File: config.mk
export PLATFORM = sky130hd
export DESIGN_NAME = onewire_master
export DESIGN_NICKNAME = d
export VERILOG_FILES = /design/src/rtl/onewire_defs.sv /design/src/rtl/onewire_tick.sv /design/src/rtl/onewire_master.sv
export SDC_FILE = /design/constraint.sdc
export NUM_CORES = 1
export LEC_CHECK = 0
export ABC_AREA = 0
export CAP_MARGIN = 20
export CORE_MARGIN = 4
export CORE_UTILIZATION = 40
export DETAILED_ROUTE_END_ITERATION = 6
export PLACE_DENSITY = 0.63
export SLEW_MARGIN = 10
export SYNTH_ARGS = -nofsm -noshare
export SYNTH_HDL_FRONTEND = slang
export SYNTH_HIERARCHICAL = 1
export SYNTH_SLANG_ARGS = --single-unit
File: constraint.sdc
create_clock -name clk -period 6.05 [get_ports clk]
set_input_delay 1.21 -clock clk [delete_from_list [all_inputs] [get_ports clk]]
set_output_delay 1.21 -clock clk [all_outputs]
set_load 0.05 [all_outputs]
File: src/rtl/onewire_defs.sv
// Shared definitions for the 1-Wire master: opcodes, FSM state codes, default slot timing.
// Latency: n/a (package only).
// Backpressure: n/a (package only).
package onewire_defs;

    // Host command opcodes; 5..7 are reserved and complete with no bus activity
    localparam logic [2:0] OP_RESET      = 3'd0;
    localparam logic [2:0] OP_WRITE_BYTE = 3'd1;
    localparam logic [2:0] OP_READ_BYTE  = 3'd2;
    localparam logic [2:0] OP_WRITE_BIT  = 3'd3;
    localparam logic [2:0] OP_READ_BIT   = 3'd4;

    // FSM state encodings
    localparam logic [2:0] S_IDLE     = 3'd0;
    localparam logic [2:0] S_LOAD     = 3'd1;
    localparam logic [2:0] S_RST_LOW  = 3'd2;
    localparam logic [2:0] S_RST_REL  = 3'd3;
    localparam logic [2:0] S_SLOT_LOW = 3'd4;
    localparam logic [2:0] S_SLOT_REL = 3'd5;
    localparam logic [2:0] S_SLOT_REC = 3'd6;
    localparam logic [2:0] S_DONE     = 3'd7;

    // Standard-speed timing defaults (microseconds unless noted)
    localparam int DEF_CLK_PER_US = 50;
    localparam int DEF_T_RSTL     = 480;
    localparam int DEF_T_PDS      = 70;
    localparam int DEF_T_RSTH     = 480;
    localparam int DEF_T_SLOT     = 60;
    localparam int DEF_T_LOW1     = 6;
    localparam int DEF_T_RDS      = 15;
    localparam int DEF_T_REC      = 2;

    // Microsecond phase timer width; covers the 480 us reset phases
    localparam int TMR_W = 10;

    // Response register contents
    typedef struct packed {
        logic [7:0] data;
        logic       presence;
    } rsp_t;

    function automatic logic op_is_read(input logic [2:0] op);
        return (op == OP_READ_BYTE) || (op == OP_READ_BIT);
    endfunction

    function automatic logic op_is_byte(input logic [2:0] op);
        return (op == OP_WRITE_BYTE) || (op == OP_READ_BYTE);
    endfunction

    function automatic logic op_is_slot(input logic [2:0] op);
        return op inside {OP_WRITE_BYTE, OP_READ_BYTE, OP_WRITE_BIT, OP_READ_BIT};
    endfunction

endpackage

File: src/rtl/onewire_tick.sv
// Microsecond prescaler: counts 0..CLK_PER_US-1 and flags the wrap cycle as o_us_tick.
// Latency: first tick CLK_PER_US cycles after i_clr drops; then one tick every CLK_PER_US cycles.
// Backpressure: none; i_clr holds the count at 0 for as long as it is asserted.
// Ports: clk, rst (sync, active-high), i_clr (hold/restart), o_us_tick (one-cycle wrap flag).
module onewire_tick
    import onewire_defs::*;
#(
    parameter int CLK_PER_US = DEF_CLK_PER_US
) (
    input  logic clk,
    input  logic rst,
    input  logic i_clr,
    output logic o_us_tick
);

    localparam int            CW     = $clog2(CLK_PER_US);
    localparam logic [CW-1:0] L_LAST = CW'(CLK_PER_US - 1);

    logic [CW-1:0] r_cnt;

    always_ff @(posedge clk) begin
        if (rst || i_clr) begin
            r_cnt <= '0;
        end else if (r_cnt == L_LAST) begin
            r_cnt <= '0;
        end else begin
            r_cnt <= r_cnt + CW'(1);
        end
    end

    assign o_us_tick = (r_cnt == L_LAST);

endmodule

File: src/rtl/onewire_master.sv
// Byte/bit-level 1-Wire master: reset/presence, write and read slots on an open-drain DQ pad.
// Latency: accept -> 1-cycle load -> bus phases (exact multiples of CLK_PER_US) -> 1-cycle rsp_valid.
// Backpressure: cmd_ready low from the cycle after acceptance until the cycle after rsp_valid.
// Ports: clk/rst; cmd_valid/cmd_ready/cmd_op/cmd_data in; rsp_valid/rsp_data/rsp_presence/busy out;
//        dq_out/dq_ena to the pad (low = ena&!out), dq_in asynchronous bus level from the pad.
module onewire_master
    import onewire_defs::*;
#(
    parameter int CLK_PER_US = DEF_CLK_PER_US,
    parameter int T_RSTL     = DEF_T_RSTL,
    parameter int T_PDS      = DEF_T_PDS,
    parameter int T_RSTH     = DEF_T_RSTH,
    parameter int T_SLOT     = DEF_T_SLOT,
    parameter int T_LOW1     = DEF_T_LOW1,
    parameter int T_RDS      = DEF_T_RDS,
    parameter int T_REC      = DEF_T_REC
) (
    input  logic       clk,
    input  logic       rst,
    input  logic       cmd_valid,
    output logic       cmd_ready,
    input  logic [2:0] cmd_op,
    input  logic [7:0] cmd_data,
    output logic       rsp_valid,
    output logic [7:0] rsp_data,
    output logic       rsp_presence,
    output logic       busy,
    output logic       dq_out,
    output logic       dq_ena,
    input  logic       dq_in
);

    // Timer compare values: a phase of N us ends on the tick seen while the timer reads N-1
    localparam logic [TMR_W-1:0] L_RSTL = TMR_W'(T_RSTL - 1);
    localparam logic [TMR_W-1:0] L_PDS  = TMR_W'(T_PDS - 1);
    localparam logic [TMR_W-1:0] L_RSTH = TMR_W'(T_RSTH - 1);
    localparam logic [TMR_W-1:0] L_SLOT = TMR_W'(T_SLOT - 1);
    localparam logic [TMR_W-1:0] L_LOW1 = TMR_W'(T_LOW1 - 1);
    localparam logic [TMR_W-1:0] L_RDS  = TMR_W'(T_RDS - 1);
    localparam logic [TMR_W-1:0] L_REC  = TMR_W'(T_REC - 1);

    logic [2:0]       r_state;
    logic [2:0]       w_next;
    logic [2:0]       r_op;
    logic [7:0]       r_sr;
    logic [3:0]       r_bits;
    logic [TMR_W-1:0] r_us;
    logic             r_dq_meta;
    logic             r_dq_sync;
    logic             r_pres;
    logic             r_ready;
    logic             r_rsp_valid;
    logic             r_dq_ena;
    rsp_t             r_rsp;

    logic w_us_tick;
    logic w_clr;
    logic w_accept;
    logic w_read;
    logic w_long_low;
    logic w_low_end;
    logic w_keep_timer;

    // Prescaler sits at 0 outside timed phases so every phase starts on a fresh microsecond
    assign w_clr = (r_state == S_IDLE) || (r_state == S_LOAD) || (r_state == S_DONE);

    onewire_tick #(
        .CLK_PER_US (CLK_PER_US)
    ) u_tick (
        .clk       (clk),
        .rst       (rst),
        .i_clr     (w_clr),
        .o_us_tick (w_us_tick)
    );

    assign w_accept   = cmd_valid && r_ready;
    assign w_read     = op_is_read(r_op);
    // Only a written 0 holds the bus for the whole slot; write-1 and read use the short pulse
    assign w_long_low = !w_read && !r_sr[0];
    assign w_low_end  = w_us_tick && (r_us == (w_long_low ? L_SLOT : L_LOW1));

    always_comb begin
        w_next = r_state;
        case (r_state)
            S_IDLE: begin
                if (w_accept) w_next = S_LOAD;
            end
            S_LOAD: begin
                if (r_op == OP_RESET)      w_next = S_RST_LOW;
                else if (op_is_slot(r_op)) w_next = S_SLOT_LOW;
                else                       w_next = S_DONE;
            end
            S_RST_LOW: begin
                if (w_us_tick && (r_us == L_RSTL)) w_next = S_RST_REL;
            end
            S_RST_REL: begin
                if (w_us_tick && (r_us == L_RSTH)) w_next = S_DONE;
            end
            S_SLOT_LOW: begin
                // A full-length low already spans the slot, so the release phase is skipped
                if (w_low_end) w_next = w_long_low ? S_SLOT_REC : S_SLOT_REL;
            end
            S_SLOT_REL: begin
                if (w_us_tick && (r_us == L_SLOT)) w_next = S_SLOT_REC;
            end
            S_SLOT_REC: begin
                if (w_us_tick && (r_us == L_REC)) w_next = (r_bits == 4'd1) ? S_DONE : S_SLOT_LOW;
            end
            S_DONE: begin
                w_next = S_IDLE;
            end
            default: begin
                w_next = S_IDLE;
            end
        endcase
    end

    // Slot timing is measured from the falling edge, so the timer runs on across LOW -> REL
    assign w_keep_timer = (r_state == S_SLOT_LOW) && (w_next == S_SLOT_REL);

    always_ff @(posedge clk) begin
        if (rst) begin
            r_us <= '0;
        end else if ((w_next != r_state) && !w_keep_timer) begin
            r_us <= '0;
        end else if (w_us_tick) begin
            r_us <= r_us + TMR_W'(1);
        end
    end

    always_ff @(posedge clk) begin
        if (rst) begin
            r_dq_meta   <= 1'b1;
            r_dq_sync   <= 1'b1;
            r_state     <= S_IDLE;
            r_op        <= OP_RESET;
            r_sr        <= '0;
            r_bits      <= '0;
            r_pres      <= 1'b0;
            r_ready     <= 1'b0;
            r_rsp_valid <= 1'b0;
            r_dq_ena    <= 1'b0;
            r_rsp       <= '0;
        end else begin
            r_dq_meta   <= dq_in;
            r_dq_sync   <= r_dq_meta;
            r_state     <= w_next;
            r_ready     <= (w_next == S_IDLE);
            r_rsp_valid <= (w_next == S_DONE);
            r_dq_ena    <= (w_next == S_RST_LOW) || (w_next == S_SLOT_LOW);

            if (w_accept) begin
                r_op   <= cmd_op;
                r_sr   <= cmd_data;
                r_pres <= 1'b0;
                r_rsp  <= '0;
            end

            if (r_state == S_LOAD) begin
                r_bits <= op_is_byte(r_op) ? 4'd8 : 4'd1;
            end

            if ((r_state == S_RST_REL) && w_us_tick && (r_us == L_PDS)) begin
                r_pres <= !r_dq_sync;
            end

            // Read bits enter at bit7, so after 8 slots the first bit sits in bit0
            if ((r_state == S_SLOT_REL) && w_us_tick && (r_us == L_RDS) && w_read) begin
                r_sr <= {r_dq_sync, r_sr[7:1]};
            end

            if ((r_state == S_SLOT_REC) && w_us_tick && (r_us == L_REC)) begin
                r_bits <= r_bits - 4'd1;
                if (!w_read) r_sr <= {1'b0, r_sr[7:1]};
            end

            if (w_next == S_DONE) begin
                r_rsp.presence <= (r_op == OP_RESET) && r_pres;
                case (r_op)
                    OP_READ_BYTE: r_rsp.data <= r_sr;
                    OP_READ_BIT:  r_rsp.data <= {7'd0, r_sr[7]};
                    default:      r_rsp.data <= '0;
                endcase
            end
        end
    end

    assign cmd_ready    = r_ready;
    assign busy         = (r_state != S_IDLE);
    assign rsp_valid    = r_rsp_valid;
    assign rsp_data     = r_rsp.data;
    assign rsp_presence = r_rsp.presence;
    assign dq_ena       = r_dq_ena;
    assign dq_out       = !r_dq_ena;

endmodule

Word level (Yosys, flattened, before mapping)
Cells that the tools add are included. Widths: inputs -> output; s select.

Add/subtract/negate cells: 3. Multipliers: 0. Divide/modulo/power cells: 0. Order comparisons: 0. Equal/unequal tests: 24. Shift operators: 0. Muxes and demuxes: 24. Bitwise operators: 0. Reductions and logical operators: 37.

Operator list (count): $mux 8 (4); $eq 3x3->1 const B (8); $pmux 3 s8 (1); $mux 3 (7); $mux 9 (2); $logic_and 1x1->1 (16); $pmux 8 s2 (1); $eq 3x2->1 const B (5); $mux 4 (3); $add 10x1->10 const B (1); $eq 10x1->1 const B (1); $eq 10x4->1 const B (1); $eq 10x6->1 (1); $eq 10x6->1 const B (1); $eq 10x7->1 const B (1); $eq 10x9->1 const B (1); $logic_not 3->1 (3); $add 6x1->6 const B (1); $eq 3x1->1 const B (2); $eq 6x6->1 const B (1); $logic_or 1x1->1 (6); $mux 2 (3); $mux 6 (1); $reduce_bool 2->1 (3); 8 further kinds (14).

Register bits after elaboration: 49. Bits in latches: 0. Memory bits (writable): 0. Memory bits (read-only): 0. Output and inout port bits: 14. Memories: 0.

Longest topological paths before layout
Gate-level depths: netlist (run 1).

Word-level depth: 14. Depth in mapped cells: 12. Depth with buffers taken out: 10.

By module
The synthesis (run 1) kept the hierarchy.

By module, submodules not included: onewire_master (instances 1, cells each 284, area each 2322.2 µm²); onewire_tick (instances 1, cells each 28, area each 285.3 µm²).

Worst setup path after synthesis (run 1)
OpenSTA, ideal clock, no wires.

Kind: register -> register. From: reg u_tick.r_cnt[0]. To: reg r_rsp, in the netlist rsp_data[1]. Library setup time: 0.072 ns. Arrival time: 2.568 ns. Data required time: 5.978 ns. Path slack: 3.410 ns. Cell stages (with the launch flop): 12. Buffers on the path: 2. Period minus slack after synthesis: 2.640 ns. Cells stage by stage: dfxtp_1 > ha_1 > nand2_1 > nor4_1 > buf_4 > nand3_1 > or4_4 > a221oi_2 > nor3b_1 > a211oi_2 > buf_6 > mux2i_1.

Cells in the longest elaborated chain, start to end: 6.

Ends and longest elaborated chain: start, declared (RTL line onewire_tick.sv:19) `logic [CW-1:0] r_cnt;`; start signal, assigned (RTL line onewire_tick.sv:27) `r_cnt <= r_cnt + CW'(1);`; $eq 6x6->1 * (RTL line onewire_tick.sv:31) `assign o_us_tick = (r_cnt == L_LAST);`; named net w_us_tick (RTL line onewire_master.sv:56) `logic w_us_tick;`; $logic_and 1x1->1 (on tied branches); $mux 3 (on tied branches); $pmux 3 s8 * (RTL line onewire_master.sv:84) `case (r_state)`; $eq 3x3->1 * (RTL line onewire_master.sv:177) `if (w_next == S_DONE) begin`; $mux 9 / $reduce_bool 2->1 (equally long branches); end, declared (RTL line onewire_master.sv:54) `rsp_t r_rsp;`.

Mark *: on every way through the listed nets, which the timed path passes. The rest lies on a longest branch. A chain may end at the register's enable or synchronous reset.

Final worst setup path (run 1)
From: reg u_tick.r_cnt[0]. To: reg r_rsp, in the netlist rsp_data[4].

Same word-level chain as after synthesis.

==> flow_metrics.tcl, run 1 <==
set metrics [dict create \
    status "finished clean" \
    worstSetupPathType "flop to flop" \
    design.core.area_sq_mm 0.00635 \
    ant_nets 0 \
    synth.ff_latch_count 49 \
    postCtsSetupBuffers 0 \
    place.gp.congestion 0.826 \
    drt_pass1_iterations 4 \
    hold_buffers 0 \
    fp.dieW_microns 88.7 \
    layoutNonFillerInstCount 413 \
    synth_top_area_share_pct 37.6 \
    power_switching_uw 346 \
    tightestPinTransition_ps 962 \
    cp.required_ps 6290 \
    ys_seq_area_share_pct 37.6 \
    synth_commonest_cells "51 x nand2_1, 49 x dfxtp_1, 36 x nor2_1" \
    cts_made_buffers 5 \
    fin_total_pwr_uw 943 \
    initial_core_util_pct 41.1 \
    drv_cap 0 \
    fill_cells 627 \
    grt_max_degree 20 \
    synth_area_leader_cell "dfxtp_1" \
    power_density_mw_per_mm2 312 \
    rsz0062_at_grt "false" \
    area_growth_pct 15.8 \
    wl_per_cell_microns 13.0 \
    num_rows 29 \
    maxSlewViolCount 0 \
    synth_nets 334 \
    placed_cells 405 \
    ff_latch_area_sq_um 981 \
    cts-root-buf "clkbuf_8" \
    synth_edf_count 0 \
    die_area_sq_mm 0.00787 \
    cp.arrival_ps 3630 \
    clockBufferDepth 2 \
    clkPwrFrac_pct 25.0 \
    min_period_ps 3390 \
    detail_route.vias_per_cell 5.15 \
    grt_pass1_vias 1929 \
    cts_tree "built" \
    crit_path_start_kind "flop" \
    synth_area_sq_mm 0.00261 \
    grt_overflow 0 \
    ctsResizeCount 0 \
    ys.warnings.count 6 \
    synthArstFlopShare_pct 0 \
    drtIter0Drc 101 \
    track_usage_pct 14.5 \
    r2r_slack_ps 2660 \
    worst_hold_slack_ps 416 \
    ir_worst_vdd_mv 0.258 \
    clkTransAtPathRegs_ps 100 \
    numPortBuffers 28 \
    fin_ws_ps 2660 \
    setup_viol 0 \
    synthCells 312 \
    diodes 0 \
    fp.dieH_microns 88.7 \
    pre_cts_slack_ps 2660 \
    hpwl_microns 3980 \
    synthTopCellsByArea "dfxtp_1 38%, nand2_1 7.3%, nor2_1 5.2%" \
    end_kind "flop" \
    insertion_delay_ps 310 \
    swShare_pct 36.6 \
    htree_num_levels 2 \
    placed_area_sq_mm 0.00290 \
    p_int_uw 598 \
    grt_antenna_before_repair 0 \
    finish.utilization_pct 47.5 \
    multi_input_area_sq_mm 0.00148 \
    via_count 2126 \
    hp-class "flop to flop" \
    clock_sinks 49 \
    wirelength_microns 5370 \
    hold_violations 0 \
    combPwrFrac_pct 33.4 \
    finalInstanceArea_sq_mm 0.00302 \
    remaining_drc_errors 0 \
    finalSetupTns_ps 0 \
    finalCritPeriodShare_pct 56.0 \
    yosys.cell_types.count 55 \
    power_leakage_nw 0.987 \
    grt_pass1_wl_microns 9030 \
    yosysMostFrequentCell "nand2_1" \
    io_pins 29 \
    drive_gt1_share_pct 8.04 \
    power.share.sequential_pct 41.6 \
    fmax_ghz 0.295 \
    avgSynthCellArea_sq_um 8.36 \
    crit_path_max_fanout 9 \
    layout.nets 357 \
    skew_ps 11.4 \
    synth_flop_cell "dfxtp_1" \
    relSlewSlack_pct 35.7 \
]
logic make-up after synthesis:
kind of cell,count (synthesis),share of synthesized area [%]
xor+xnor,15,5.04
buf+inv,27,5.66
mux,12,4.65
simple gates,149,28.1
compound gates,53,15.5
fa+ha+maj,7,3.36
flops,49,37.6
worst max-delay path, stage by stage, from the launching register on:
cell      delay [ps]
dfxtp_1          390
ha_1             160
nand2_1          100
nor4_1           180
buf_4            200
nand3_1          140
or4_4            600
a221oi_2         330
nor3b_1          150
a211oi_2         810
mux2i_1          260
layer usage:
| metal | part of all wire (%) | global-route usage (%) | wire length (microns) | vias to the layer above |
|---|---|---|---|---|
| met5 | 0 | 0 | 0 | - |
| met4 | 1.2 | 4.95 | 67 | 0 |
| met3 | 5.0 | 2.98 | 267 | 6 |
| met2 | 45 | 22.4 | 2410 | 36 |
| met1 | 49 | 20.2 | 2630 | 962 |
| li1 | - | - | - | 1122 |
path summary, 6_finish.rpt:
check	end	cells past startpoint	start
max	rsp_data[4]$_SDFFE_PP0P_	10	u_tick/r_cnt[0]$_SDFF_PP0_
min	r_dq_sync$_SDFF_PP1_	1	r_dq_meta$_SDFF_PP1_
max reg2reg	rsp_data[4]$_SDFFE_PP0P_	10	u_tick/r_cnt[0]$_SDFF_PP0_
min reg2reg	r_dq_sync$_SDFF_PP1_	1	r_dq_meta$_SDFF_PP1_
sequential cells by signal (all words and copies together), names as in the netlist, 3 cells and up:
| signal | count |
|---|---|
| r_us | 10 |
| r_sr | 8 |
| rsp_data | 8 |
| u_tick/r_cnt | 6 |
| r_bits | 4 |
| r_op | 3 |
| r_state | 3 |
final cells by class:
type,instances,area share (%)
Inverter,12,1.49
Timing Repair Buffer,31,10.0
Clock inverter,3,1.53
Multi-Input combinational cell,236,49.0
Clock buffer,5,2.28
Sequential cell,49,32.5
Tap cell,77,3.19
power by group through the flow:
stage | Sequential [mW] | Combinational, mW | Clock [mW]
3_3_place_gp | 0.399 | 0.316 | 0
4_1_cts | 0.392 | 0.318 | 0.243
3_5_place_dp | 0.399 | 0.316 | 0
2_1_floorplan | 0.398 | 0.242 | 0
6_report | 0.392 | 0.315 | 0.236
5_1_grt | 0.398 | 0.349 | 0.255
cell usage in the layout, fill, tap and decap left out, types with 6 or more instances in the layout:
master | synthesis | routed
nor3_1 | 11 | 11
dfxtp_1 | 49 | 49
mux2i_1 | 11 | 11
ha_1 | 7 | 7
nand3_1 | 9 | 9
clkdlybuf4s50_1 | 0 | 28
nand2_1 | 51 | 51
xnor2_1 | 11 | 11
or3_1 | 6 | 6
a21o_1 | 7 | 7
nor2_1 | 36 | 36
o21ai_0 | 9 | 9
inv_1 | 11 | 11
a21oi_1 | 14 | 14
(Power assumes the default switching activity.)
==> run 2: changes to the inputs <==
- clock period: 6.05 -> 3.34 ns (I/O delays scaled with it)
==> run 2 against run 1 <==
  * Worst hold slack worse by 1.8 ps
  * Via count up 0.75%
  * Global-route usage up 0.39 points
  * Combinational power up 83%
  * Total power up 74%
  * Final area down 0.29%
  * Flip-flop and latch count unchanged
  * Clock power up 50%
  * Register-to-register slack worse by 2200 ps
  * Critical path type unchanged
==> flow_metrics.tcl, run 2 (synthesis gave the netlist of run 1 again) <==
set metrics [dict create \
    status "finished clean" \
    tightestPinTransition_ps 760 \
    crit_path_max_fanout 9 \
    clockBufferDepth 2 \
    setup_viol 0 \
    diodes 0 \
    track_usage_pct 14.9 \
    worst_hold_slack_ps 414 \
    cts_made_buffers 5 \
    maxSlewViolCount 0 \
    final_common_cell "nand2_1" \
    end_kind "flop" \
    fmax_ghz 0.345 \
    clock_sinks 49 \
    cp.arrival_ps 3140 \
    htree_num_levels 2 \
    remaining_drc_errors 0 \
    relSlewSlack_pct 49.2 \
    cts-root-buf "clkbuf_8" \
    grt_pass1_vias 1920 \
    fin_total_pwr_mw 1.64 \
    drv_cap 0 \
    rsz0062_at_grt "false" \
    place.gp.congestion 0.884 \
    cp_slowest_cell "or4_4" \
    hp-class "flop to flop" \
    fp.dieH_microns 88.7 \
    ir_worst_vdd_mv 0.469 \
    hold_buffers 0 \
    hold_violations 0 \
    insertion_delay_ps 310 \
    io_pins 29 \
    ant_nets 0 \
    grt_overflow 0 \
    grt_antenna_before_repair 0 \
    num_rows 29 \
    numPortBuffers 28 \
    largest_reg_flops 10 \
    postCtsSetupBuffers 0 \
    mostFrequentLayoutCells "51 x nand2_1, 49 x dfxtp_1, 36 x nor2_1" \
    via_count 2142 \
    grt_max_degree 30 \
    ctsResizeCount 0 \
    cp.required_ps 3580 \
    cp_slowest_stage_delay_ps 610 \
    skew_ps 11.6 \
    wirelength_microns 5490 \
    design.core.area_sq_mm 0.00635 \
    largest_register "r_us" \
    drt_pass1_iterations 4 \
    hpwl_microns 4060 \
    worstSetupPathType "flop to flop" \
    die_area_sq_mm 0.00787 \
    power_density_mw_per_mm2 545 \
    finalSetupTns_ps 0 \
    crit_path_start_kind "flop" \
    area_growth_pct 15.5 \
    cts_tree "built" \
    fp.dieW_microns 88.7 \
    grt_pass1_wl_microns 9280 \
    clkTransAtPathRegs_ps 100 \
    initial_core_util_pct 41.1 \
    path_cells "ha_1 -> nand2_1 -> nor4_1 -> nand3_1 -> or4_4 -> a221oi_2 -> nor3b_1 -> a211oi_2 -> buf_4 -> mux2i_1" \
    drtIter0Drc 122 \
    power_leakage_nw 0.980 \
    detail_route.vias_per_cell 5.16 \
    finalCritPeriodShare_pct 86.8 \
    layout.nets 359 \
    min_period_ps 2900 \
    drive_gt1_share_pct 8.58 \
    wl_per_cell_microns 13.2 \
]
-- run 2: cell types whose count changed in the layout (fill, tap and decap cells not counted), sizes merged --
| cell | before | now |
|---|---|---|
| buf | 3 | 5 |
| clkinvlp | 1 | 3 |
| bufinv | 1 | 0 |
| clkinv | 1 | 0 |
-- run 2: final timing paths --
| check | slack (ps) | startpoint | end | cells past startpoint |
|---|---|---|---|---|
| setup / recovery | 440 | u_tick/r_cnt[0]$_SDFF_PP0_ | rsp_data[7]$_SDFFE_PP0P_ | 10 |
| hold / removal | 410 | r_dq_meta$_SDFF_PP1_ | r_dq_sync$_SDFF_PP1_ | 1 |
| setup reg to reg | 440 | u_tick/r_cnt[0]$_SDFF_PP0_ | rsp_data[7]$_SDFFE_PP0P_ | 10 |
| hold reg to reg | 410 | r_dq_meta$_SDFF_PP1_ | r_dq_sync$_SDFF_PP1_ | 1 |
-- run 2: final cells by class --
type | count | area (sq um)
inverters | 12 | 45.0
repair buffers | 33 | 318
clock inverters | 3 | 22.5
flip-flops and latches | 49 | 981
well taps | 77 | 96.3
multi-input cells | 236 | 1480
fillers | 619 | 3340
clock buffers | 5 | 68.8
-- run 2: per-stage QoR --
step | cell area, sq um | std cells | setup slack (ps) | util [%]
2_1_floorplan | 2610 | 312 | 700 | -
3_3_place_gp | 2920 | 407 | 541 | 46.0
3_5_place_dp | 2920 | 407 | 440 | 46.0
4_1_cts | 3010 | 415 | 414 | 47.4
5_1_grt | 3010 | 415 | 35.0 | 47.4
6_report | 3010 | 415 | 442 | 47.4
-- run 2: power by group --
group / internal [mW] / total [mW] / leakage [nW] / switching (mW)
Sequential: 0.637 / 0.709 / 0.397 / 0.0724
Combinational: 0.224 / 0.575 / 0.546 / 0.351
Clock: 0.147 / 0.355 / 0.0364 / 0.208
Total: 1.01 / 1.64 / 0.980 / 0.631
-- run 2: worst max-delay path, delay by kind of cell (launching register included) --
family | cells | cell delay, ps
compound gates | 2 | 500
fa+ha+maj | 1 | 170
buf+inv | 1 | 230
flops | 1 | 400
mux | 1 | 210
simple gates | 5 | 1330
-- run 2: metal layers --
layer	up-vias	routed length, microns	GRT usage [%]
met5	-	0	0
met4	0	62	4.53
met3	7	257	3.54
met2	43	2380	21.7
met1	972	2790	21.7
li1	1120	-	-
==> run 3: changes to the inputs <==
- GPL_ROUTABILITY_DRIVEN: default -> 1
==> results of run 3 <==
Final layout, timing and power as in run 2 (identical DEF).
==> patch: new RTL, flow settings as in run 3 <==
Set the package constant `DEF_CLK_PER_US` to 100 (it was 50).
--- a/src/rtl/onewire_defs.sv
+++ b/src/rtl/onewire_defs.sv
@@ -21,7 +21,7 @@
     localparam logic [2:0] S_DONE     = 3'd7;
 
     // Standard-speed timing defaults (microseconds unless noted)
-    localparam int DEF_CLK_PER_US = 50;
+    localparam int DEF_CLK_PER_US = 100;
     localparam int DEF_T_RSTL     = 480;
     localparam int DEF_T_PDS      = 70;
     localparam int DEF_T_RSTH     = 480;
Check against the original RTL: no difference found for any inputs over 10 cycles, from zero or initial values and one cycle with rst high; that may be too few to reach the edited logic, so the function may still have changed.
==> patch against run 3 <==
  * Power grew 10%
  * Non-clock buffer count is the same
  * Sequential cell count grew 1
  * Wire length shrank 3.4%
  * Worst setup slack gained 0.17 ns
  * Area after synthesis grew 0.86%
  * Die area grew 0.78%
  * Synthesized cell count grew 1.9%
  * First-iteration DRC count grew 13%
  * Cell area grew 2.5%
==> patch: results (changes against run 3) <==
| Metric | Value |
|---|---|
| Largest net degree at the start of global routing | `30 (unchanged)` |
| Vias post-DR | `2,138 (was 2,142)` |
| Global router's overall resource usage | `14.6% (was 14.9%)` |
| First-pass GRT wire length | `9.25 mm (was 9.28 mm)` |
| Skew final | `0.0124 ns (was 0.0116 ns)` |
| Fin cells | `421 (was 415)` |
| Antenna violations before repair | `0 (unchanged)` |
| Final GP Congestion | `0.806 (was 0.884)` |
| Post-Route WL | `5.31 mm (was 5.49 mm)` |
| Dominant synthesized flop cell | `dfxtp_1 (unchanged)` |
| Biggest register | `r_us (unchanged)` |
| Vias in the first global route | `2,005 (was 1,920)` |
| LEAKAGE | `0.00101 uW (was 0.000980 uW)` |
| Synth top area cells | `dfxtp_1 (38%), nand2_1 (7.4%), nor2_1 (5.1%) (was dfxtp_1 (38%), nand2_1 (7.3%), nor2_1 (5.2%))` |
| Initial DRC count | `138 (was 122)` |
| CTS buffer count | `5 (unchanged)` |
| Layout cells sized above 1 | `7.56% (was 8.58%)` |
| Delay-heaviest family, CP | `simple AND/OR/NAND/NOR gates (unchanged)` |
| Fill cells | `614 (was 619)` |
| Status | `finished clean (unchanged)` |
| Register area share after synthesis | `38.1% (was 37.6%)` |
| Port Buffers | `28 (unchanged)` |
| R2r startpoint | `u_tick/r_cnt[0] (unchanged)` |
| Reg-to-Reg End | `rsp_data[2] (was rsp_data[7])` |
| Final nets | `365 (was 359)` |
| R2r worst-path depth | `10 (unchanged)` |
| CP Data Arrival Time | `2.97 ns (was 3.14 ns)` |
| Top post-synthesis cells by count | `nand2_1 (52), dfxtp_1 (50), nor2_1 (36) (was nand2_1 (51), dfxtp_1 (49), nor2_1 (36))` |
| Avg Inst Size Synth | `8.27 um2 (was 8.36 um2)` |
| Min-Delay Endpoint | `r_dq_sync (unchanged)` |
| Number of distinct library cells after synthesis | `54 (was 55)` |
| Final hold slack | `0.435 ns (was 0.414 ns)` |
| Worst Hold Depth | `1 (unchanged)` |
| Placed insts | `413 (was 407)` |
| Syn nets | `340 (was 334)` |
| R2r setup slk | `0.61 ns (was 0.44 ns)` |
| Worst VDD drop | `0.000364 V (was 0.000469 V)` |
| DP HPWL | `4.02 mm (was 4.06 mm)` |
| Worst-skew pair later-pin latency | `0.30 ns` |
| Hold path start | `r_dq_meta (unchanged)` |
| Worst-path fanout max | `9 (unchanged)` |
| Slew headroom | `48.4% (was 49.2%)` |
| Crit path largest cell delay | `0.60 ns` |
[patch: worst max path at each step]
stage | slack (ns) | end
2_1_floorplan | 0.77 | rsp_data[1]
4_1_cts | 0.60 | rsp_data[4]
3_5_place_dp | 0.64 | rsp_data[3]
5_1_grt | 0.34 | rsp_data[5]
6_report | 0.61 | rsp_data[2]
3_3_place_gp | 0.72 | rsp_data[4]
[patch: final cells by class]
class                   instances  area (um2)  share of cell area [%]
well taps                      77        96.3                    3.12
clock buffers                   6        82.6                    2.68
inverters                      11        41.3                    1.34
clock inverters                 2        60.1                    1.95
multi-input cells             242        1490                    48.2
repair buffers                 33         318                    10.3
flip-flops and latches         50        1000                    32.5
[patch: report_power, final]
part	leakage (uW)	switching, uW	internal, uW	total [uW]
Combinational	0.000537	355	224	579
Sequential	0.000405	60.4	649	709
Clock	0.0000714	196	319	515
[patch: cell families (layout without fill, tap and decap cells)]
group	Yosys count	in the layout	synth area share, %
muxes	12	12	4.61
adders and majority gates	7	7	3.33
AOI/OAI and AO/OA	56	56	15.1
and+or+nand+nor	153	153	28.7
buffers and inverters	26	52	5.47
xor gates and xnor gates	14	14	4.66
DFF	50	50	38.1
[patch: stage by stage]
stage | area, um2 | util (%) | setup slack (ns)
2_1_floorplan | 2630 | - | 0.772
3_3_place_gp | 2940 | 46.3 | 0.717
3_5_place_dp | 2940 | 46.3 | 0.640
4_1_cts | 3080 | 48.6 | 0.602
5_1_grt | 3080 | 48.6 | 0.335
6_report | 3080 | 48.6 | 0.609
[patch: metal layers]
metal  track usage, %  up-vias  share of wire, %
li1                 -     1143                 -
met1             19.8      958                50
met2             23.0       28                45
met3             3.41        9               3.7
met4             4.47        0               1.3
met5                0        -                 0
